[src/rtl/timer_dev_pkg.sv]
// Shared definitions for the timer_dev programmable countdown timer:
// register map, CTRL bit layout, MODE encodings and FSM state codes.
package timer_dev_pkg;

   localparam int DATA_W = 32;

   localparam logic [1:0] ADDR_CTRL   = 2'd0;
   localparam logic [1:0] ADDR_PRESET = 2'd1;
   localparam logic [1:0] ADDR_COUNT  = 2'd2;
   localparam logic [1:0] ADDR_RSVD   = 2'd3;

   localparam int CTRL_EN      = 0;
   localparam int CTRL_MODE_LO = 1;
   localparam int CTRL_MODE_HI = 2;
   localparam int CTRL_IM      = 3;

   localparam logic [1:0] MODE_ONESHOT = 2'b00;
   localparam logic [1:0] MODE_RELOAD  = 2'b01;

   localparam logic [1:0] ST_IDLE = 2'd0;
   localparam logic [1:0] ST_LOAD = 2'd1;
   localparam logic [1:0] ST_CNT  = 2'd2;
   localparam logic [1:0] ST_INT  = 2'd3;

   // Packed so that the struct maps directly onto CTRL bits [3:0]
   typedef struct packed {
      logic       im;
      logic [1:0] mode;
      logic       en;
   } ctrl_t;

   // Only 01 reloads; 00 and both 1x codes behave as one-shot
   function automatic logic mode_is_reload(input logic [1:0] mode);
      return mode == MODE_RELOAD;
   endfunction

endpackage

[src/rtl/timer_dev.sv]
// Bus-programmable 32-bit countdown timer with one-shot and auto-reload modes.
// irq is intended for HWInt[2] of the CPU interrupt bus.
module timer_dev
   import timer_dev_pkg::*;
(
   input  logic              clk,
   input  logic              rst,
   input  logic              we,
   input  logic [1:0]        addr,
   input  logic [DATA_W-1:0] din,
   output logic [DATA_W-1:0] dout,
   output logic              irq
);

   ctrl_t             ctrl;
   logic [DATA_W-1:0] preset;
   logic [DATA_W-1:0] count;
   logic              irq_flag;
   logic [1:0]        state;
   logic [1:0]        state_next;

   logic wr_ctrl;
   logic wr_preset;
   logic at_zero;
   logic reload;
   logic fire;

   assign wr_ctrl   = we && (addr == ADDR_CTRL);
   assign wr_preset = we && (addr == ADDR_PRESET);
   assign at_zero   = (count == '0);
   assign reload    = mode_is_reload(ctrl.mode);
   assign fire      = (state == ST_CNT) && ctrl.en && at_zero;

   always_comb begin
      state_next = state;
      case (state)
         ST_IDLE: if (ctrl.en) state_next = ST_LOAD;
         ST_LOAD: state_next = ST_CNT;
         ST_CNT: begin
            if (!ctrl.en)    state_next = ST_IDLE;
            else if (at_zero) state_next = ST_INT;
         end
         ST_INT:  state_next = reload ? ST_LOAD : ST_IDLE;
         default: state_next = ST_IDLE;
      endcase
   end

   always_ff @(posedge clk) begin
      if (rst) begin
         state    <= ST_IDLE;
         ctrl     <= '0;
         preset   <= '0;
         count    <= '0;
         irq_flag <= 1'b0;
      end else begin
         state <= state_next;

         // A software CTRL write overrides the one-shot EN clear in INT
         if (wr_ctrl) begin
            ctrl.en   <= din[CTRL_EN];
            ctrl.mode <= din[CTRL_MODE_HI:CTRL_MODE_LO];
            ctrl.im   <= din[CTRL_IM];
         end else if ((state == ST_INT) && !reload) begin
            ctrl.en <= 1'b0;
         end

         if (wr_preset) preset <= din;

         if (state == ST_LOAD)
            count <= preset;
         else if ((state == ST_CNT) && ctrl.en && !at_zero)
            count <= count - DATA_W'(1);

         // Register writes acknowledge the interrupt, even against a same-edge set
         if (wr_ctrl || wr_preset)
            irq_flag <= 1'b0;
         else if (fire)
            irq_flag <= 1'b1;
         else if ((state == ST_INT) && reload)
            irq_flag <= 1'b0;
      end
   end

   always_comb begin
      dout = '0;
      case (addr)
         ADDR_CTRL:   dout = {{(DATA_W-4){1'b0}}, ctrl};
         ADDR_PRESET: dout = preset;
         ADDR_COUNT:  dout = count;
         ADDR_RSVD:   dout = '0;
         default:     dout = '0;
      endcase
   end

   assign irq = irq_flag & ctrl.im;

endmodule

[config.mk]
export PLATFORM = sky130hd
export DESIGN_NAME = timer_dev
export DESIGN_NICKNAME = d
export VERILOG_FILES = /design/src/rtl/timer_dev_pkg.sv /design/src/rtl/timer_dev.sv
export SDC_FILE = /design/constraint.sdc
export NUM_CORES = 1
export LEC_CHECK = 0
export ABC_AREA = 1
export BUFFER_PORTS_ARGS = -buffer_cell sky130_fd_sc_hd__buf_2
export CAP_MARGIN = 5
export CORE_UTILIZATION = 45
export CTS_BUF_LIST = sky130_fd_sc_hd__clkbuf_4
export DETAILED_ROUTE_END_ITERATION = 7
export GPL_ROUTABILITY_DRIVEN = 0
export PLACE_DENSITY = 0.77
export SLEW_MARGIN = 30
export SYNTH_ARGS = -nofsm -noshare
export SYNTH_HDL_FRONTEND = slang
export SYNTH_SLANG_ARGS = --single-unit
[constraint.sdc]
create_clock -name clk -period 3.55 [get_ports clk]
set_input_delay 0.71 -clock clk [delete_from_list [all_inputs] [get_ports clk]]
set_output_delay 0.71 -clock clk [all_outputs]
set_load 0.01 [all_outputs]
## Word-level counts from Yosys, hierarchy flattened

Index checks and enable logic that the tools add are counted.

- Multiplexer cells: 12
- Add/sub/neg operators: 1
- Reductions and logical operators: 18
- Equality and inequality tests: 9
- Bitwise logic cells: 1

Operator list:

| kind | count |
|---|---|
| 32-bit case mux with 4 select lines | 1 |
| 32-bit two-way mux | 2 |
| 32-bit zero test | 1 |
| 32-bit by 1-bit subtractor with 32-bit output, second input constant | 1 |
| 2-bit == test, second input constant | 4 |
| 2-bit case mux with 4 select lines | 1 |
| 1-bit logical AND | 7 |
| 2-bit by 1-bit == test with 1-bit output, second input constant | 3 |
| 2-bit two-way mux | 3 |
| 2-bit nonzero test | 3 |
| 1-bit two-way mux | 5 |
| 2-bit zero test | 2 |
| 3-bit != test, second input constant | 1 |
| 1-bit zero test | 2 |
| 2-bit != test, second input constant | 1 |
| 2-bit AND reduction | 1 |
| 2-bit OR reduction | 1 |
| 1-bit bitwise AND | 1 |
| 1-bit logical OR | 1 |

- Word-level logic and storage cells: 48
- Input bits: 37
- Output and inout port bits: 33
- Bits in registers: 71

## Logic depth before layout (Yosys ltp)

- Depth in word-level cells: 5
- Gate-level depth with buffers: 12
- Mapped depth without buffers: 12

## Worst setup path after synthesis

Ideal clock, no wire load.

- Path type: input port to output port
- Start: input addr[0]
- End: output dout[31]
- Buffers on the path: 1
- Data required time: 2.840 ns
- Cell stages on the path: 5
- Path slack: 1.340 ns
- Arrival: 1.500 ns
- Path through: inv_1 -> nor2_1 -> inv_1 -> clkbuf_1 -> o21ai_0

- Cells in the longest elaborated chain, start to end: 2
- Elaborated cells between the ends (all ways): 5
- Classes of those cells: eq/ne (3); mux (1); reduce/logical (1)

RTL lines:

| item | RTL line | RTL |
|---|---|---|
| from (decl) | timer_dev.sv:9 | `input logic [1:0] addr,` |
| 2-bit == test, or another cell as far along | timer_dev.sv:86 | `case (addr)` |
| 32-bit case mux with 4 select lines * | timer_dev.sv:86 |  |
| to (decl) | timer_dev.sv:11 | `output logic [DATA_W-1:0] dout,` |

Every way passes the cells marked *; elsewhere a longest branch is shown, timed or not.

## Worst setup path in the final report

- Start: input addr[1]
- End: output dout[3]

Same word-level chain as after synthesis.

==> flow_summary.json <==
{
  "status": "complete, but fails checks",
  "violations": "design-rule violations",
  "num_rows": 34,
  "cts-hold-fix-buffers": 0,
  "ys_ff_latch": 71,
  "clkPwrFrac": 0.278,
  "seq_area_frac_synth": 0.340,
  "layout_common_cells": "168 x nand2_1, 97 x inv_1, 83 x nor2_1",
  "fillCellCount": 910,
  "setup_viol": 0,
  "critPathSlowestCell": "inv_1",
  "p_leak_nw": 2.24,
  "power.share.switching": 0.365,
  "worstMarginPinSlew_ns": 0.852,
  "cp-start-kind": "primary input",
  "core_um2": 8850,
  "crit_path_max_incr_delay_ns": 0.48,
  "io-pin-count": 70,
  "synth_nets": 715,
  "combPwrFrac": 0.252,
  "cts.reportedPaths.clkPinSlew_ns": 0.12,
  "setup_slack_ns": 0.763,
  "cts_setup_buffers": 0,
  "crit_fanout": 16,
  "cpLargestDelayFamily": "buffers and inverters",
  "drt-wirelength-per-cell_um": 13.7,
  "ir_drop_uv": 240,
  "syn_avg_cell_area_um2": 6.17,
  "critPathCaptureType": "output pin",
  "finalHoldViolCount": 0,
  "pre_cts_ws_ns": 0.652,
  "syn_inst": 677,
  "max-cap-violations": 0,
  "fmax_ghz": 0.359,
  "synthArstFlopShare": 0,
  "hold_path.class": "reg -> reg",
  "chipHeight_um": 98.4,
  "synth_warnings": 0,
  "finalCriticalPeriod_ns": 2.79,
  "fin_cells": 847,
  "antenna_cells": 0,
  "antenna_found_initial": 0,
  "fin_nets": 772,
  "start_util": 0.472,
  "p_switching_w": 0.000657,
  "regToRegSetupSlack_ns": 1.13,
  "skew_ns": 0.0278,
  "num_vias": 4567,
  "clkLatencyLatePin_ns": 0.44,
  "first_global_vias": 4360,
  "tns_ns": 0,
  "syn-cell-area_um2": 4180,
  "synthDistinctLibCells": 26,
  "fin_crit_sh": 0.785,
  "drc": 2,
  "cts_tree": "done",
  "dp.cells": 831,
  "crit_chain": "buf_2, inv_1, nor2_1, inv_1, buf_4, o221ai_1, buf_2",
  "path_buf_inv": 5,
  "htreeDepth": 3,
  "grt_first_pass_wirelength_mm": 19.8,
  "dr.pass1.iters": 8,
  "synth_ff_type": "dfxtp_1",
  "slew-limit-headroom": 0.428,
  "final_util": 0.531,
  "die-area_um2": 9670,
  "syn2layout_area_growth_pct": 12.5,
  "final_common_cell": "nand2_1",
  "cts-root-buf": "clkbuf_4",
  "dieWidth_um": 98.4,
  "drive_gt1_frac": 0.142,
  "internal_power_w": 0.00114,
  "clock_path_buffers": 2,
  "grtUsageTotal": 0.251,
  "viasPerCell": 5.39,
  "io_buffers": 69,
  "seqPwrFrac": 0.470,
  "antenna_left": 0,
  "cts_resized": 0,
  "grt_max_degree": 38,
  "worstPathArrival_ns": 2.08,
  "worstPathRequired_ns": 2.84,
  "path_class": "in -> out",
  "clock_sinks": 71,
  "grt_remaining_overflow": 0,
  "p_per_area_nw_per_um2": 383,
  "dp_hpwl_mm": 8.49,
  "drt-initial-drc-count": 319,
  "synth_edf_count": 0,
  "numCtsBuffers": 9,
  "rsz0062_at_grt": "false",
  "drv_slew": 0,
  "wl_mm": 11.6
}
## cells in the mapped netlist, types with 5 or more instances
| master | number | area [um2] |
|---|---|---|
| o22ai_1 | 27 | 169 |
| dfxtp_1 | 71 | 1420 |
| o21ai_0 | 50 | 250 |
| xor2_1 | 7 | 61.3 |
| nand4_1 | 8 | 50.1 |
| nand2_1 | 169 | 634 |
| nand3_1 | 46 | 230 |
| inv_1 | 99 | 372 |
| a21oi_1 | 64 | 320 |
| clkbuf_1 | 22 | 82.6 |
| nor3_1 | 5 | 25.0 |
| nor2_1 | 83 | 312 |
## registers in the layout (all words and copies together) (netlist names)
| name | count |
|---|---|
| ctrl | 4 |
| state | 2 |
| irq_flag | 1 |
| count | 32 |
| preset | 32 |
## power by group through the flow
stage	clock [W]	sequential, W	combinational (W)
floorplan	0	0.000857	0.000339
global placement	0	0.000861	0.000435
detailed placement	0	0.000862	0.000445
CTS	0.000506	0.000845	0.000448
global route	0.000544	0.000849	0.000518
finish	0.000501	0.000845	0.000452
## metal layers
layer  vias up  global-route usage  share of wire
met1      2101               0.324           0.46
met5         -                   0              0
met2       145               0.418           0.46
met3        28              0.0365          0.048
met4         0               0.108          0.026
li1       2293                   -              -
## through the flow
| step | instance area (um2) | hold WS, ns | total power [W] |
|---|---|---|---|
| 6_report | 4700 | 0.477 | 0.00180 |
| 4_1_cts | 4700 | 0.477 | 0.00180 |
| 3_5_place_dp | 4570 | 0.459 | 0.00131 |
| 5_1_grt | 4700 | 0.486 | 0.00191 |
| 3_3_place_gp | 4570 | 0.456 | 0.00130 |
| 2_1_floorplan | 4180 | 0.440 | 0.00120 |
## final timing paths
check,start,end,cells after the start
hold reg to reg,preset[29],preset[29],2
hold / removal,preset[29],preset[29],2
setup reg to reg,count[0],count[7],9
setup / recovery,addr[1],dout[3],7
## layout make-up
| cell class | instances | area [um2] | share of cell area |
|---|---|---|---|
| clock buffers | 9 | 67.6 | 0.0144 |
| clock inverters | 7 | 61.3 | 0.0130 |
| inverters | 100 | 375 | 0.0799 |
| multi-input cells | 478 | 2260 | 0.480 |
| flip-flops and latches | 71 | 1420 | 0.302 |
| well taps | 108 | 135 | 0.0288 |
| repair buffers | 74 | 383 | 0.0815 |
## logic make-up (layout without fill, tap and decap cells)
| family | after synthesis | in the layout | synth area share |
|---|---|---|---|
| buffers and inverters | 128 | 190 | 0.120 |
| and+or+nand+nor | 322 | 322 | 0.329 |
| adders and majority gates | 1 | 1 | 0.00299 |
| DFF | 71 | 71 | 0.340 |
| xor gates and xnor gates | 7 | 7 | 0.0147 |
| AOI/OAI and AO/OA | 148 | 148 | 0.193 |
## worst register-to-register path, delay by kind of cell, from the launching register on
kind                       cells  cell delay, ns
buffers and inverters          1            0.18
DFF                            1            0.34
and+or+nand+nor                5            0.83
AOI/OAI and AO/OA              2            0.70
adders and majority gates      1            0.28
(Power assumes the default switching activity.)
